<file path="src/rtl/prim_serializer_pkg.sv">
// Shared types and helpers for the parallel-to-serial stage.
// Optional parity bit is enabled with `define PRIM_SERIALIZER_PARITY_EN.
package prim_serializer_pkg;

  typedef enum logic [1:0] {
    ST_IDLE   = 2'd0,
    ST_SHIFT  = 2'd1,
    ST_PARITY = 2'd2
  } prim_ser_st_e;

  // Bit counter width: enough to index every bit of a word.
  function automatic int ser_cnt_w(input int width);
    return (width <= 2) ? 1 : $clog2(width);
  endfunction

endpackage

</file>
<file path="src/rtl/prim_serializer.sv">
// Parallel-to-serial stage: loads a WIDTH-bit word on valid/ready and emits one bit per en_i tick.
// Define PRIM_SERIALIZER_PARITY_EN to append an even-parity bit after each word.
//
// Handshake: a word transfers on any posedge where valid_i & ready_o; ready_o is high in IDLE
// and, combinationally, on the final bit of a frame, so a held valid_i loads back-to-back.
module prim_serializer
  import prim_serializer_pkg::*;
#(
  parameter int WIDTH      = 8,
  parameter bit LSB_FIRST  = 1'b0,
  parameter bit IDLE_LEVEL = 1'b0
) (
  input  logic             clk_i,
  input  logic             rst_ni,
  input  logic             en_i,
  input  logic [WIDTH-1:0] data_i,
  input  logic             valid_i,
  output logic             ready_o,
  output logic             serial_o,
  output logic             shift_en_o,
  output logic             busy_o,
  output logic             done_o,
  output prim_ser_st_e     st_o
);

  localparam int CW = ser_cnt_w(WIDTH);
  localparam logic [CW-1:0] CNT_LAST = CW'(WIDTH - 1);

  prim_ser_st_e     st_q, st_d;
  logic [WIDTH-1:0] shreg_q, shreg_d;
  logic [CW-1:0]    cnt_q, cnt_d;
  logic [WIDTH-1:0] shreg_shifted;
  logic             out_bit;
  logic             load;
`ifdef PRIM_SERIALIZER_PARITY_EN
  logic             par_q, par_d;
`endif

  assign st_o = st_q;

  // Shift toward the output end, zero-filling the vacated bit.
  always_comb begin
    if (LSB_FIRST) begin
      out_bit       = shreg_q[0];
      shreg_shifted = {1'b0, shreg_q[WIDTH-1:1]};
    end else begin
      out_bit       = shreg_q[WIDTH-1];
      shreg_shifted = {shreg_q[WIDTH-2:0], 1'b0};
    end
  end

  always_comb begin
    st_d       = st_q;
    shreg_d    = shreg_q;
    cnt_d      = cnt_q;
    ready_o    = 1'b0;
    serial_o   = IDLE_LEVEL;
    shift_en_o = 1'b0;
    busy_o     = 1'b0;
    done_o     = 1'b0;
    load       = 1'b0;
`ifdef PRIM_SERIALIZER_PARITY_EN
    par_d      = par_q;
`endif
    case (st_q)
      ST_IDLE: begin
        ready_o = 1'b1;
        load    = valid_i;
      end
      ST_SHIFT: begin
        serial_o   = out_bit;
        busy_o     = 1'b1;
        shift_en_o = en_i;
        if (en_i) begin
          shreg_d = shreg_shifted;
          if (cnt_q == CNT_LAST) begin
            cnt_d = '0;
`ifdef PRIM_SERIALIZER_PARITY_EN
            st_d = ST_PARITY;
`else
            done_o  = 1'b1;
            ready_o = 1'b1;
            load    = valid_i;
            if (!valid_i) st_d = ST_IDLE;
`endif
          end else begin
            cnt_d = cnt_q + 1'b1;
          end
        end
      end
`ifdef PRIM_SERIALIZER_PARITY_EN
      ST_PARITY: begin
        serial_o   = par_q;
        busy_o     = 1'b1;
        shift_en_o = en_i;
        if (en_i) begin
          done_o  = 1'b1;
          ready_o = 1'b1;
          load    = valid_i;
          if (!valid_i) st_d = ST_IDLE;
        end
      end
`endif
      default: st_d = ST_IDLE;
    endcase

    // A load overrides any shift decided above, including on the last bit.
    if (load) begin
      shreg_d = data_i;
      cnt_d   = '0;
      st_d    = ST_SHIFT;
`ifdef PRIM_SERIALIZER_PARITY_EN
      par_d   = ^data_i;
`endif
    end
  end

  always_ff @(posedge clk_i or negedge rst_ni) begin
    if (!rst_ni) begin
      st_q    <= ST_IDLE;
      shreg_q <= '0;
      cnt_q   <= '0;
`ifdef PRIM_SERIALIZER_PARITY_EN
      par_q   <= 1'b0;
`endif
    end else begin
      st_q    <= st_d;
      shreg_q <= shreg_d;
      cnt_q   <= cnt_d;
`ifdef PRIM_SERIALIZER_PARITY_EN
      par_q   <= par_d;
`endif
    end
  end

endmodule
</file>
<file path="config.mk">
export PLATFORM = sky130hd
export DESIGN_NAME = prim_serializer
export DESIGN_NICKNAME = d
export VERILOG_FILES = /design/src/rtl/prim_serializer_pkg.sv /design/src/rtl/prim_serializer.sv
export SDC_FILE = /design/constraint.sdc
export NUM_CORES = 1
export LEC_CHECK = 0
export BUFFER_PORTS_ARGS = -buffer_cell sky130_fd_sc_hd__buf_4
export CAP_MARGIN = 20
export CORE_ASPECT_RATIO = 0.75
export CORE_MARGIN = 2
export CORE_UTILIZATION = 40
export DETAILED_ROUTE_END_ITERATION = 7
export HOLD_SLACK_MARGIN = 0.12
export PLACE_DENSITY_LB_ADDON = 0.1
export RECOVER_POWER = 100
export SYNTH_ARGS = -nofsm -noshare
export SYNTH_HDL_FRONTEND = slang
export SYNTH_SLANG_ARGS = --single-unit
</file>
<file path="constraint.sdc">
create_clock -name clk_i -period 2.48 [get_ports clk_i]
set_clock_uncertainty 0.1 [all_clocks]
set_input_delay 0.124 -clock clk_i [delete_from_list [all_inputs] [get_ports clk_i]]
set_output_delay 0.124 -clock clk_i [all_outputs]
set_load 0.05 [all_outputs]
</file>
## Word-level counts from Yosys, hierarchy flattened

Cells that the tools add are included.

- Register bits after elaboration: 13
- Input port bits: 12
- Output and inout bits: 7
- Logic and storage cells: 37

- $add $sub $neg: 1
- Eq/ne operators: 6
- Muxes and demuxes: 22
- Reductions and logical operators: 5

Operators with widths:

| kind | count |
|---|---|
| $mux W8 | 3 |
| $mux W3 | 4 |
| $ne A3 B3 Y1 const B | 3 |
| $mux W1 | 8 |
| $mux W2 | 4 |
| $pmux W1 S2 | 2 |
| $pmux W2 S2 | 1 |
| $reduce_and A4 Y1 | 1 |
| $reduce_bool A2 Y1 | 2 |
| $add A3 B1 Y3 const B | 1 |
| $eq A3 B3 Y1 const B | 1 |
| $eq A2 B1 Y1 const B | 1 |
| $logic_not A2 Y1 | 1 |
| $ne A2 B2 Y1 const B | 1 |
| $reduce_and A2 Y1 | 1 |

## Depth between registers and ports, before layout

Gate-level depths: netlist (run 1).

- Word-level depth: 6
- Mapped depth: 6
- Mapped depth without buffers: 5

## Least setup slack after synthesis (run 1)

No wires, ideal clock.

- Path kind: flip-flop to output port
- Start point: register st_q[0] (netlist: st_o[0])
- End point: output port done_o
- Data arrival time: 1.583 ns
- Required time: 2.256 ns
- Setup slack: 0.673 ns
- Stages on the path, launching flop included: 4
- Path buffers: 2
- Path through: dfrtp_1 -> buf_2 -> buf_4 -> and3_1

- Cells in the longest elaborated chain, start to end: 2

Ends and longest elaborated chain:

| what | line | source |
|---|---|---|
| start: declaration | prim_serializer.sv:29 | `prim_ser_st_e st_q, st_d;` |
| start signal: assignment | prim_serializer.sv:127 | `st_q <= st_d;` |
| $eq A2 B1 Y1 | prim_serializer.sv:65 | `case (st_q)` |
| $mux W1 | prim_serializer.sv:65 |  |
| end: declaration | prim_serializer.sv:22 | `output logic done_o,` |

No other way between the ends.

## Worst setup path after layout (run 1)

- Start point: register cnt_q[0]
- End point: output port ready_o

- Cells in the longest elaborated chain, start to end: 4

Ends and longest elaborated chain:

| what | line | source |
|---|---|---|
| start: declaration | prim_serializer.sv:31 | `logic [CW-1:0] cnt_q, cnt_d;` |
| start signal: assignment | prim_serializer.sv:129 | `cnt_q <= cnt_d;` |
| $eq A3 B3 Y1 | prim_serializer.sv:76 | `if (cnt_q == CNT_LAST) begin` |
| $mux W1 | prim_serializer.sv:76 |  |
| $mux W1 | prim_serializer.sv:74 | `if (en_i) begin` |
| $pmux W1 S2 | prim_serializer.sv:65 |  |
| end: declaration | prim_serializer.sv:18 | `output logic ready_o,` |

No other way between the ends.

==> impl_metrics.prom, run 1 <==
# TYPE chip_impl_metric gauge
chip_impl_info{name="run_status",value="completed"} 1
chip_impl_metric{name="drt-initial-drc-count",unit=""} 22
chip_impl_metric{name="core.rowCount",unit=""} 14
chip_impl_metric{name="place.gp.congestion",unit=""} 0.688
chip_impl_metric{name="grt_antenna_before_repair",unit=""} 0
chip_impl_metric{name="routed_via_density",unit=""} 5.24
chip_impl_info{name="regToRegEndpoint",value="shreg_q[0]"} 1
chip_impl_info{name="cts_tree",value="yes"} 1
chip_impl_metric{name="cts_resized",unit=""} 0
chip_impl_metric{name="cts_made_buffers",unit=""} 3
chip_impl_metric{name="synth.ff_latch_count",unit=""} 12
chip_impl_metric{name="yosysWarnings",unit=""} 0
chip_impl_metric{name="synthCells",unit=""} 83
chip_impl_metric{name="required",unit="ns"} 2.26
chip_impl_metric{name="cts.sink_count",unit=""} 12
chip_impl_metric{name="seq_area_frac_synth",unit=""} 0.353
chip_impl_metric{name="initial_utilization",unit=""} 0.422
chip_impl_metric{name="count_of_endpoints_failing_setup_in_the_final_report",unit=""} 0
chip_impl_metric{name="route.detailed.wl_per_inst",unit="um"} 13.0
chip_impl_metric{name="drive_gt1_frac",unit=""} 0.302
chip_impl_metric{name="routedLengthMet1",unit="um"} 825
chip_impl_metric{name="regToRegSetupSlack",unit="ns"} 0.65
chip_impl_metric{name="clkLatencyLatePin",unit="ns"} 0.28
chip_impl_metric{name="core_region_area",unit="um2"} 2010
chip_impl_info{name="r2r-start",value="cnt_q[0]"} 1
chip_impl_metric{name="mappedNetlistNets",unit=""} 97
chip_impl_metric{name="cts.htree.levels",unit=""} 1
chip_impl_metric{name="arrival",unit="ns"} 1.87
chip_impl_metric{name="antenna_cells_inserted",unit=""} 0
chip_impl_metric{name="chipHeight",unit="um"} 43.9
chip_impl_metric{name="grt_pass1_wl",unit="um"} 2900
chip_impl_metric{name="worst-path-max-fanout",unit=""} 7
chip_impl_info{name="end_kind",value="output pin"} 1
chip_impl_metric{name="post_synthesis_area_per_instance",unit="um2"} 10.2
chip_impl_metric{name="drv_cap",unit=""} 0
chip_impl_metric{name="clock.fmax",unit="GHz"} 0.476
chip_impl_metric{name="cell_area_after_synthesis",unit="um2"} 850
chip_impl_metric{name="grt_start_max_net_pins",unit=""} 23
chip_impl_metric{name="hold_violations",unit=""} 0
chip_impl_metric{name="antenna_violating_nets_post_route",unit=""} 0
chip_impl_metric{name="first_global_vias",unit=""} 610
chip_impl_metric{name="r2r.worst_path.cells",unit=""} 5
chip_impl_info{name="setup.worst_path.end",value="ready_o"} 1
chip_impl_metric{name="post-route-min-period",unit="ns"} 2.10
chip_impl_metric{name="area_growth",unit="%"} 23.4
chip_impl_metric{name="drt-total-wl",unit="um"} 1690
chip_impl_metric{name="leakagePower",unit="nW"} 0.440
chip_impl_metric{name="post_placement_worst_setup_slack",unit="ns"} 0.732
chip_impl_metric{name="detailroute.wirelength.met3",unit="um"} 81
chip_impl_metric{name="worst_slew_margin_rel",unit=""} 0.528
chip_impl_metric{name="clock_tree.buffer_depth",unit=""} 2
chip_impl_metric{name="setup-tns-final",unit="ns"} 0
chip_impl_metric{name="timing.final.crit_share",unit=""} 0.846
chip_impl_metric{name="yosys.cell_types.count",unit=""} 30
chip_impl_metric{name="grt_remaining_overflow",unit=""} 0
chip_impl_metric{name="vias",unit=""} 681
chip_impl_metric{name="die_x",unit="um"} 57.2
chip_impl_metric{name="detailedPlacementHpwl",unit="um"} 1120
chip_impl_metric{name="num-nets-final",unit=""} 121
chip_impl_metric{name="timing.final.max_slew_violations",unit=""} 0
chip_impl_metric{name="timing_worst_slew_pin_value",unit="ns"} 0.708
chip_impl_metric{name="vdd_drop_max",unit="uV"} 562
chip_impl_info{name="critPathLaunchType",value="register"} 1
chip_impl_metric{name="drc_violations",unit=""} 0
chip_impl_metric{name="powerDensity",unit="nW/um2"} 847
chip_impl_info{name="critical_path_class",value="register to output pin"} 1
chip_impl_info{name="worst_hold_path_type",value="input pin to register"} 1
chip_impl_metric{name="met2RoutedLength",unit="um"} 767
chip_impl_metric{name="portBuffers",unit=""} 17
chip_impl_info{name="topRoutingLayerUsed",value="met4"} 1
chip_impl_info{name="setup.worst_path.start",value="cnt_q[0]"} 1
chip_impl_metric{name="overall_routing_resource_usage",unit=""} 0.156
chip_impl_info{name="synthFlopType",value="dfrtp_1"} 1
chip_impl_metric{name="setup_slack",unit="ns"} 0.381
chip_impl_metric{name="clk_pin_slew",unit="ns"} 0.08
chip_impl_metric{name="async_reset_ff_frac",unit=""} 1.00
chip_impl_metric{name="synth_edf_count",unit=""} 0
chip_impl_metric{name="drtPass1Iterations",unit=""} 4
chip_impl_metric{name="io_pins",unit=""} 19
chip_impl_metric{name="die-area",unit="um2"} 2510
chip_impl_info{name="rsz0062_at_grt",value="false"} 1
chip_impl_info{name="clock-root-buffer",value="clkbuf_4"} 1
[worst min-delay path by stage]
stage                     startpoint         end  slack (ns)  depth (start not counted)
final                      data_i[6]  shreg_q[6]        0.17                          4
after global routing       data_i[6]  shreg_q[6]        0.19                          4
after CTS                     rst_ni    cnt_q[1]        0.13                          2
after detailed placement      rst_ni    cnt_q[1]       -0.12                          1
after global placement        rst_ni    cnt_q[2]       -0.12                          1
after floorplan               rst_ni    cnt_q[0]       -0.27                          0
[final cells by class]
type / count / area [um2]
Sequential cell: 12 / 300
Clock buffer: 4 / 36.3
Tap cell: 24 / 30.0
Inverter: 4 / 15.0
Fill cell: 182 / 966
Multi-Input combinational cell: 58 / 454
Timing Repair Buffer: 28 / 213
[state kept, by name, summed over array words and instances (netlist names)]
signal,cells
cnt_q,3
shreg_q,8
st_o,1
[critical path, cell delays in order, from the launching register on]
cell and delay (ns):
dfrtp_1 0.41, ha_1 0.21, ha_1 0.26, a21boi_2 0.32, clkinv_1 0.14, clkbuf_2 0.25
[what timing repair did]
action	CTS	global route
hold buffers	10	0
buffers inserted	0	0
hold endpoints to repair	21	0
setup endpoints to repair	0	0
[cell usage after synthesis (3+ instances only)]
cell,n,area share
inv_1,3,0.013
a21oi_1,3,0.018
nand2b_1,7,0.052
nor3b_1,5,0.044
o22ai_1,4,0.029
o22ai_2,5,0.074
buf_4,3,0.027
dfrtp_1,12,0.35
buf_2,3,0.018
a211oi_2,5,0.074
nand2_1,3,0.013
nor3_1,5,0.029
[power breakdown]
| group | internal (mW) | switching (mW) | total [mW] | leakage [nW] |
|---|---|---|---|---|
| Combinational | 0.189 | 0.208 | 0.396 | 0.283 |
| Clock | 0.0893 | 0.0683 | 0.158 | 0.0210 |
| Sequential | 0.271 | 0.0636 | 0.334 | 0.136 |
| Total | 0.549 | 0.339 | 0.888 | 0.440 |
[metal layers]
metal | track usage | vias to the layer above
met5 | 0 | -
met4 | 0.0558 | 0
met1 | 0.226 | 320
met3 | 0.0537 | 2
li1 | - | 345
met2 | 0.216 | 14
[logic make-up (layout without fill, tap and decap cells)]
family | after synthesis | count (layout) | synth area share
AND/OR/NAND/NOR | 28 | 28 | 0.196
AO/OA/AOI/OAI | 23 | 23 | 0.255
buffers and inverters | 13 | 36 | 0.112
flip-flops | 12 | 12 | 0.353
multiplexers | 4 | 4 | 0.0501
adder cells (fa/ha/maj) | 2 | 2 | 0.0295
other | 1 | 1 | 0.00441
[per-stage QoR]
step	std cells	util	hold WS [ns]	power (mW)	area [um2]
after global placement	116	0.464	-0.119	0.733	935
after global routing	130	0.520	0.188	0.960	1050
final	130	0.520	0.169	0.888	1050
after floorplan	83	-	-0.272	0.661	850
after detailed placement	116	0.464	-0.121	0.738	935
after CTS	130	0.532	0.128	0.914	1070
[cells in the final DEF, fill, tap and decap left out, types with 2 or more instances in the layout]
master / n
buf_4: 11
dfrtp_1: 12
clkbuf_1: 4
clkbuf_2: 3
o22ai_2: 5
clkbuf_4: 3
nor2_1: 2
a211oi_2: 5
inv_1: 3
a21oi_1: 3
mux2_2: 2
nor3b_1: 5
dlygate4sd3_1: 10
ha_1: 2
nor3_1: 5
nand2_1: 3
nand2b_1: 7
a22o_1: 2
o22ai_1: 4
mux2i_1: 2
Note: power is estimated with default switching activity, not from simulation.
==> inputs of run 2 (changes only) <==
- clock period: 2.48 -> 2.1 ns (I/O delays scaled with it)
==> run 2 against run 1 <==
  * Wire length grew 2.2%
  * Final area fell by 0.24%
  * Core utilization down 0.12 points
  * Clock-buffer cell count fell by 1
  * Global-route usage rose by 0.34 points
  * Power up 12%
  * Clock power fell by 15%
  * Largest cell class unchanged
  * Highest routed layer unchanged
==> impl_metrics.prom, run 2 (same netlist as run 1, synthesis figures left out) <==
# TYPE chip_impl_metric gauge
chip_impl_info{name="critical_path_class",value="register to output pin"} 1
chip_impl_info{name="rsz0062_at_grt",value="false"} 1
chip_impl_metric{name="worst_slew_margin_rel",unit=""} 0.612
chip_impl_metric{name="report.power.total",unit="uW"} 997
chip_impl_info{name="clock-root-buffer",value="clkbuf_4"} 1
chip_impl_metric{name="timing.final.max_slew_violations",unit=""} 0
chip_impl_metric{name="grt_start_max_net_pins",unit=""} 23
chip_impl_info{name="mostFrequentLayoutCells",value="dfrtp_1, buf_4, dlygate4sd3_1"} 1
chip_impl_metric{name="drtPass1Iterations",unit=""} 4
chip_impl_metric{name="leakagePower",unit="nW"} 0.454
chip_impl_metric{name="power_switching",unit="uW"} 386
chip_impl_info{name="critPathLaunchType",value="register"} 1
chip_impl_metric{name="num-nets-final",unit=""} 123
chip_impl_metric{name="vias",unit=""} 679
chip_impl_metric{name="worstHoldPathCells",unit=""} 4
chip_impl_metric{name="detailed_place.area",unit="um2"} 942
chip_impl_metric{name="regToRegSetupSlack",unit="ns"} 0.37
chip_impl_info{name="holdCritStartpoint",value="data_i[6]"} 1
chip_impl_metric{name="grt_antenna_before_repair",unit=""} 0
chip_impl_info{name="worst_hold_path_type",value="input pin to register"} 1
chip_impl_metric{name="routed_via_density",unit=""} 5.18
chip_impl_metric{name="die_x",unit="um"} 57.2
chip_impl_metric{name="initial_utilization",unit=""} 0.422
chip_impl_metric{name="clk_pin_slew",unit="ns"} 0.07
chip_impl_info{name="critical_path.slowest_cell",value="dfrtp_1"} 1
chip_impl_metric{name="met3_track_demand_over_resource_in_global_routing",unit=""} 0.0537
chip_impl_info{name="end_kind",value="output pin"} 1
chip_impl_metric{name="io_pins",unit=""} 19
chip_impl_metric{name="core_region_area",unit="um2"} 2010
chip_impl_metric{name="grt_pass1_wl",unit="um"} 3030
chip_impl_metric{name="detailedPlacementHpwl",unit="um"} 1180
chip_impl_metric{name="setup-tns-final",unit="ns"} 0
chip_impl_metric{name="hold_violations",unit=""} 0
chip_impl_metric{name="powerDensity",unit="nW/um2"} 953
chip_impl_metric{name="chipHeight",unit="um"} 43.9
chip_impl_metric{name="overall_routing_resource_usage",unit=""} 0.160
chip_impl_metric{name="timing_worst_slew_pin_value",unit="ns"} 0.580
chip_impl_metric{name="power.combinational.fraction",unit=""} 0.477
chip_impl_metric{name="grt_util_met1",unit=""} 0.202
chip_impl_metric{name="clock.fmax",unit="GHz"} 0.518
chip_impl_metric{name="post_cts_buffers",unit=""} 0
chip_impl_metric{name="drive_gt1_frac",unit=""} 0.280
chip_impl_metric{name="arrival",unit="ns"} 1.72
chip_impl_metric{name="global_route.usage.met2",unit=""} 0.264
chip_impl_info{name="regToRegEndpoint",value="shreg_q[1]"} 1
chip_impl_metric{name="drv_cap",unit=""} 0
chip_impl_metric{name="grt_remaining_overflow",unit=""} 0
chip_impl_metric{name="r2r.worst_path.cells",unit=""} 5
chip_impl_metric{name="fin_util",unit=""} 0.519
chip_impl_metric{name="largest_reg_flops",unit=""} 8
chip_impl_metric{name="cts.htree.levels",unit=""} 1
chip_impl_metric{name="drt-total-wl",unit="um"} 1730
chip_impl_metric{name="route.detailed.wl_per_inst",unit="um"} 13.2
chip_impl_metric{name="p_clk_frac",unit=""} 0.136
chip_impl_metric{name="cts.sink_count",unit=""} 12
chip_impl_metric{name="p_sw_frac",unit=""} 0.387
chip_impl_metric{name="place.gp.congestion",unit=""} 0.677
chip_impl_metric{name="cp_max_stage_delay",unit="ns"} 0.41
chip_impl_metric{name="clock_tree.buffer_depth",unit=""} 2
chip_impl_metric{name="final-instance-count-excl-fill",unit=""} 131
chip_impl_metric{name="die-area",unit="um2"} 2510
chip_impl_metric{name="first_global_vias",unit=""} 688
chip_impl_metric{name="antenna_cells_inserted",unit=""} 0
chip_impl_metric{name="post-route-min-period",unit="ns"} 1.93
chip_impl_metric{name="final_cell_area",unit="um2"} 1050
chip_impl_metric{name="area_growth",unit="%"} 23.1
chip_impl_metric{name="cts_made_buffers",unit=""} 3
chip_impl_metric{name="core.rowCount",unit=""} 14
chip_impl_metric{name="portBuffers",unit=""} 17
chip_impl_info{name="run_status",value="completed"} 1
chip_impl_metric{name="required",unit="ns"} 1.89
chip_impl_metric{name="clkLatencyLatePin",unit="ns"} 0.26
chip_impl_metric{name="vdd_drop_max",unit="uV"} 576
chip_impl_metric{name="antenna_violating_nets_post_route",unit=""} 0
chip_impl_metric{name="intPower",unit="uW"} 611
chip_impl_info{name="top_register",value="shreg_q"} 1
chip_impl_info{name="cpMostUsedCell",value="ha_1"} 1
chip_impl_metric{name="worst-path-max-fanout",unit=""} 7
chip_impl_metric{name="count_of_endpoints_failing_setup_in_the_final_report",unit=""} 0
chip_impl_metric{name="place_inst",unit=""} 117
chip_impl_metric{name="drc_violations",unit=""} 0
chip_impl_info{name="crit_path_cell_trace",value="ha_1 > ha_1 > a21boi_4 > inv_2 > clkbuf_4"} 1
chip_impl_metric{name="p_seq_frac",unit=""} 0.387
chip_impl_metric{name="timing.final.crit_share",unit=""} 0.919
chip_impl_metric{name="drt-initial-drc-count",unit=""} 22
chip_impl_info{name="cts_tree",value="yes"} 1
chip_impl_info{name="global_route.peak_usage_layer",value="met2"} 1
chip_impl_info{name="whs_endpoint",value="shreg_q[6]"} 1
chip_impl_info{name="r2r-start",value="cnt_q[0]"} 1
[run 2: layout make-up]
type | count | area, um2
repair buffers | 30 | 236
flip-flops and latches | 12 | 300
well taps | 24 | 30.0
inverters | 4 | 15.0
fillers | 191 | 968
clock buffers | 3 | 22.5
multi-input cells | 58 | 442
[run 2: stage by stage]
step / hold slack (ns) / setup slack (ns)
after global placement: -0.139 / 0.402
after CTS: 0.157 / 0.0927
after floorplan: -0.291 / 0.312
final: 0.168 / 0.170
after detailed placement: -0.143 / 0.300
after global routing: 0.178 / 0.0340
[run 2: per-layer routing]
layer	part of all wire	vias up	routed length [um]
li1	-	349	-
met1	0.50	317	868
met2	0.46	11	790
met3	0.034	2	59
met4	0.0075	0	13
met5	0	-	0
[run 2: worst max path at each step]
stage | slack, ns | depth (start not counted) | end | startpoint
CTS | 0.09 | 5 | ready_o | cnt_q[0]
detailed placement | 0.30 | 5 | shreg_q[0] | cnt_q[0]
finish | 0.17 | 5 | ready_o | cnt_q[0]
global placement | 0.40 | 5 | shreg_q[0] | cnt_q[0]
global route | 0.03 | 5 | ready_o | cnt_q[0]
floorplan | 0.31 | 3 | done_o | st_o[0]
[run 2: timing repair]
item,4_1_cts,5_1_grt
hold endpoints to repair,21,0
resized for setup,0,1
hold buffers,11,0
endpoints found under the setup margin,0,1
[run 2: critical path: cells and delay by family, from the launching register on]
kind | cells | cell delay [ns]
AO/OA/AOI/OAI | 1 | 0.29
buffers and inverters | 2 | 0.27
adder cells (fa/ha/maj) | 2 | 0.50
flip-flops | 1 | 0.41
[run 2: power groups by stage]
stage	sequential [mW]	clock, mW	combinational [mW]
after CTS	0.386	0.147	0.503
after floorplan	0.386	0	0.395
final	0.386	0.135	0.476
after detailed placement	0.390	0	0.487
after global routing	0.401	0.160	0.524
after global placement	0.389	0	0.478
==> inputs of run 3 (changes only) <==
- clock period: 2.1 -> 1.8 ns (I/O delays scaled with it)
==> run 3 against run 2 <==
  * First-iteration DRC count decreased by 55%
  * Largest cell class unchanged
  * Critical path depth unchanged
  * Die area unchanged
  * Core utilization increased by 1.6 points
  * Largest power group unchanged
==> impl_metrics.prom, run 3 (same netlist as run 1, synthesis figures left out) <==
# TYPE chip_impl_metric gauge
chip_impl_metric{name="drv_cap",unit=""} 0
chip_impl_metric{name="num-nets-final",unit=""} 125
chip_impl_info{name="critical_path.slowest_cell",value="dfrtp_1"} 1
chip_impl_metric{name="routed_via_density",unit=""} 5.11
chip_impl_info{name="top_register",value="shreg_q"} 1
chip_impl_info{name="crit_path_cell_trace",value="ha_1 > ha_2 > a21boi_2 > inv_2 > buf_4"} 1
chip_impl_metric{name="arrival",unit="ns"} 1.53
chip_impl_metric{name="timing_worst_slew_pin_value",unit="ns"} 0.589
chip_impl_metric{name="core.rowCount",unit=""} 14
chip_impl_metric{name="drc_violations",unit=""} 0
chip_impl_metric{name="grt_start_max_net_pins",unit=""} 23
chip_impl_metric{name="place.gp.congestion",unit=""} 0.665
chip_impl_metric{name="cts_made_buffers",unit=""} 3
chip_impl_info{name="rsz0062_at_grt",value="false"} 1
chip_impl_metric{name="cts.htree.levels",unit=""} 1
chip_impl_metric{name="clock.fmax",unit="GHz"} 0.582
chip_impl_metric{name="report.power.total",unit="mW"} 1.20
chip_impl_metric{name="post-route-min-period",unit="ns"} 1.72
chip_impl_metric{name="vias",unit=""} 680
chip_impl_info{name="worst_hold_path_type",value="input pin to register"} 1
chip_impl_metric{name="grt_remaining_overflow",unit=""} 0
chip_impl_info{name="mostFrequentLayoutCells",value="buf_4, dfrtp_1, dlygate4sd3_1"} 1
chip_impl_info{name="run_status",value="completed"} 1
chip_impl_metric{name="setup-tns-final",unit="ns"} 0
chip_impl_metric{name="worst_slew_margin_rel",unit=""} 0.609
chip_impl_metric{name="leakagePower",unit="nW"} 0.457
chip_impl_info{name="clock-root-buffer",value="clkbuf_4"} 1
chip_impl_info{name="setup.worst_path.start",value="cnt_q[0]"} 1
chip_impl_metric{name="drive_gt1_frac",unit=""} 0.339
chip_impl_metric{name="regToRegSetupSlack",unit="ns"} 0.12
chip_impl_metric{name="first_global_vias",unit=""} 645
chip_impl_info{name="cts_tree",value="yes"} 1
chip_impl_metric{name="io_pins",unit=""} 19
chip_impl_info{name="critical_path_class",value="register to output pin"} 1
chip_impl_metric{name="timing.final.max_slew_violations",unit=""} 0
chip_impl_metric{name="route.detailed.wl_per_inst",unit="um"} 13.1
chip_impl_metric{name="core_region_area",unit="um2"} 2010
chip_impl_metric{name="required",unit="ns"} 1.61
chip_impl_metric{name="timing.final.crit_share",unit=""} 0.955
chip_impl_metric{name="cts.sink_count",unit=""} 12
chip_impl_metric{name="fin_util",unit=""} 0.535
chip_impl_metric{name="drtPass1Iterations",unit=""} 4
chip_impl_info{name="most_frequent_standard_cell_in_the_layout_excluding_fill_and_tap_cells",value="buf_4"} 1
chip_impl_metric{name="largest_reg_flops",unit=""} 8
chip_impl_metric{name="cp_max_stage_delay",unit="ns"} 0.41
chip_impl_info{name="end_kind",value="output pin"} 1
chip_impl_metric{name="powerDensity",unit="nW/um2"} 1120
chip_impl_metric{name="antenna_violating_nets_post_route",unit=""} 0
chip_impl_metric{name="count_of_endpoints_failing_setup_in_the_final_report",unit=""} 0
chip_impl_metric{name="detailedPlacementHpwl",unit="um"} 1170
chip_impl_metric{name="area_growth",unit="%"} 26.8
chip_impl_metric{name="die_x",unit="um"} 57.2
chip_impl_metric{name="die-area",unit="um2"} 2510
chip_impl_metric{name="portBuffers",unit=""} 17
chip_impl_metric{name="overall_routing_resource_usage",unit=""} 0.158
chip_impl_metric{name="clk_pin_slew",unit="ns"} 0.07
chip_impl_info{name="setup.worst_path.end",value="ready_o"} 1
chip_impl_info{name="r2r-start",value="cnt_q[0]"} 1
chip_impl_metric{name="grt_pass1_wl",unit="um"} 2950
chip_impl_metric{name="antenna_cells_inserted",unit=""} 0
chip_impl_info{name="regToRegEndpoint",value="shreg_q[2]"} 1
chip_impl_metric{name="hold_violations",unit=""} 0
chip_impl_metric{name="drt-initial-drc-count",unit=""} 10
chip_impl_metric{name="worst-path-max-fanout",unit=""} 6
chip_impl_info{name="critPathLaunchType",value="register"} 1
chip_impl_metric{name="r2r.worst_path.cells",unit=""} 7
chip_impl_metric{name="drt-total-wl",unit="um"} 1740
chip_impl_metric{name="clock_tree.buffer_depth",unit=""} 2
chip_impl_metric{name="vdd_drop_max",unit="uV"} 604
chip_impl_metric{name="initial_utilization",unit=""} 0.422
chip_impl_metric{name="grt_antenna_before_repair",unit=""} 0
chip_impl_metric{name="clkLatencyLatePin",unit="ns"} 0.27
chip_impl_metric{name="chipHeight",unit="um"} 43.9
## run 3: cell count changes in the layout (fill, tap and decap cells not counted)
cell / change
a211oi_1: -4
and2_4: -1
a21boi_2: +1
a211oi_2: +4
buf_4: +3
o21ai_1: +1
and2_2: +1
o21ai_0: -1
ha_2: +1
ha_1: -1
clkbuf_2: -1
a21boi_4: -1
## run 3: worst max-delay path: cells and delay by family, from the launching register on
kind,cells,cell delay (ns)
fa+ha+maj,2,0.42
flops,1,0.41
buf+inv,2,0.23
compound gates,1,0.19
## run 3: power breakdown
group          total, mW  internal [mW]  switching (mW)
sequential         0.461          0.373          0.0872
clock              0.164         0.0775          0.0863
combinational      0.577          0.281           0.296
## run 3: how the worst min path moves through the flow
stage	from	endpoint	slack [ns]	depth (start not counted)
6_report	data_i[6]	shreg_q[6]	0.15	4
3_3_place_gp	rst_ni	cnt_q[1]	-0.16	1
5_1_grt	data_i[6]	shreg_q[6]	0.18	4
4_1_cts	data_i[6]	shreg_q[6]	0.13	4
2_1_floorplan	rst_ni	cnt_q[0]	-0.31	0
3_5_place_dp	rst_ni	cnt_q[1]	-0.16	1
## run 3: routing by layer
| metal | GRT usage | vias up | share of wire |
|---|---|---|---|
| met4 | 0.0419 | 0 | 0.0075 |
| li1 | - | 348 | - |
| met2 | 0.246 | 12 | 0.45 |
| met5 | 0 | - | 0 |
| met3 | 0.0627 | 2 | 0.044 |
| met1 | 0.207 | 318 | 0.49 |
## run 3: metrics by stage
stage                     setup slack (ns)  cell area [um2]  hold slack, ns  cells
after floorplan                     0.0273              850          -0.306     83
after global placement               0.164              950          -0.156    118
after detailed placement             0.130              950          -0.158    118
after CTS                           0.0590             1090           0.125    133
after global routing                0.0106             1080           0.177    133
final                               0.0805             1080           0.145    133
## run 3: cell type report
| type | count | area, um2 |
|---|---|---|
| clock buffer | 3 | 22.5 |
| multi-input combinational | 58 | 455 |
| tap | 24 | 30.0 |
| timing repair buffer | 32 | 254 |
| inverter | 4 | 15.0 |
| sequential | 12 | 300 |
| fill | 191 | 937 |
## run 3: what timing repair did
item | CTS | global route
setup endpoints to repair | 1 | 0
buffers inserted | 1 | 0
hold buffers | 11 | 0
gates resized for setup | 1 | 0
hold endpoints to repair | 21 | 0
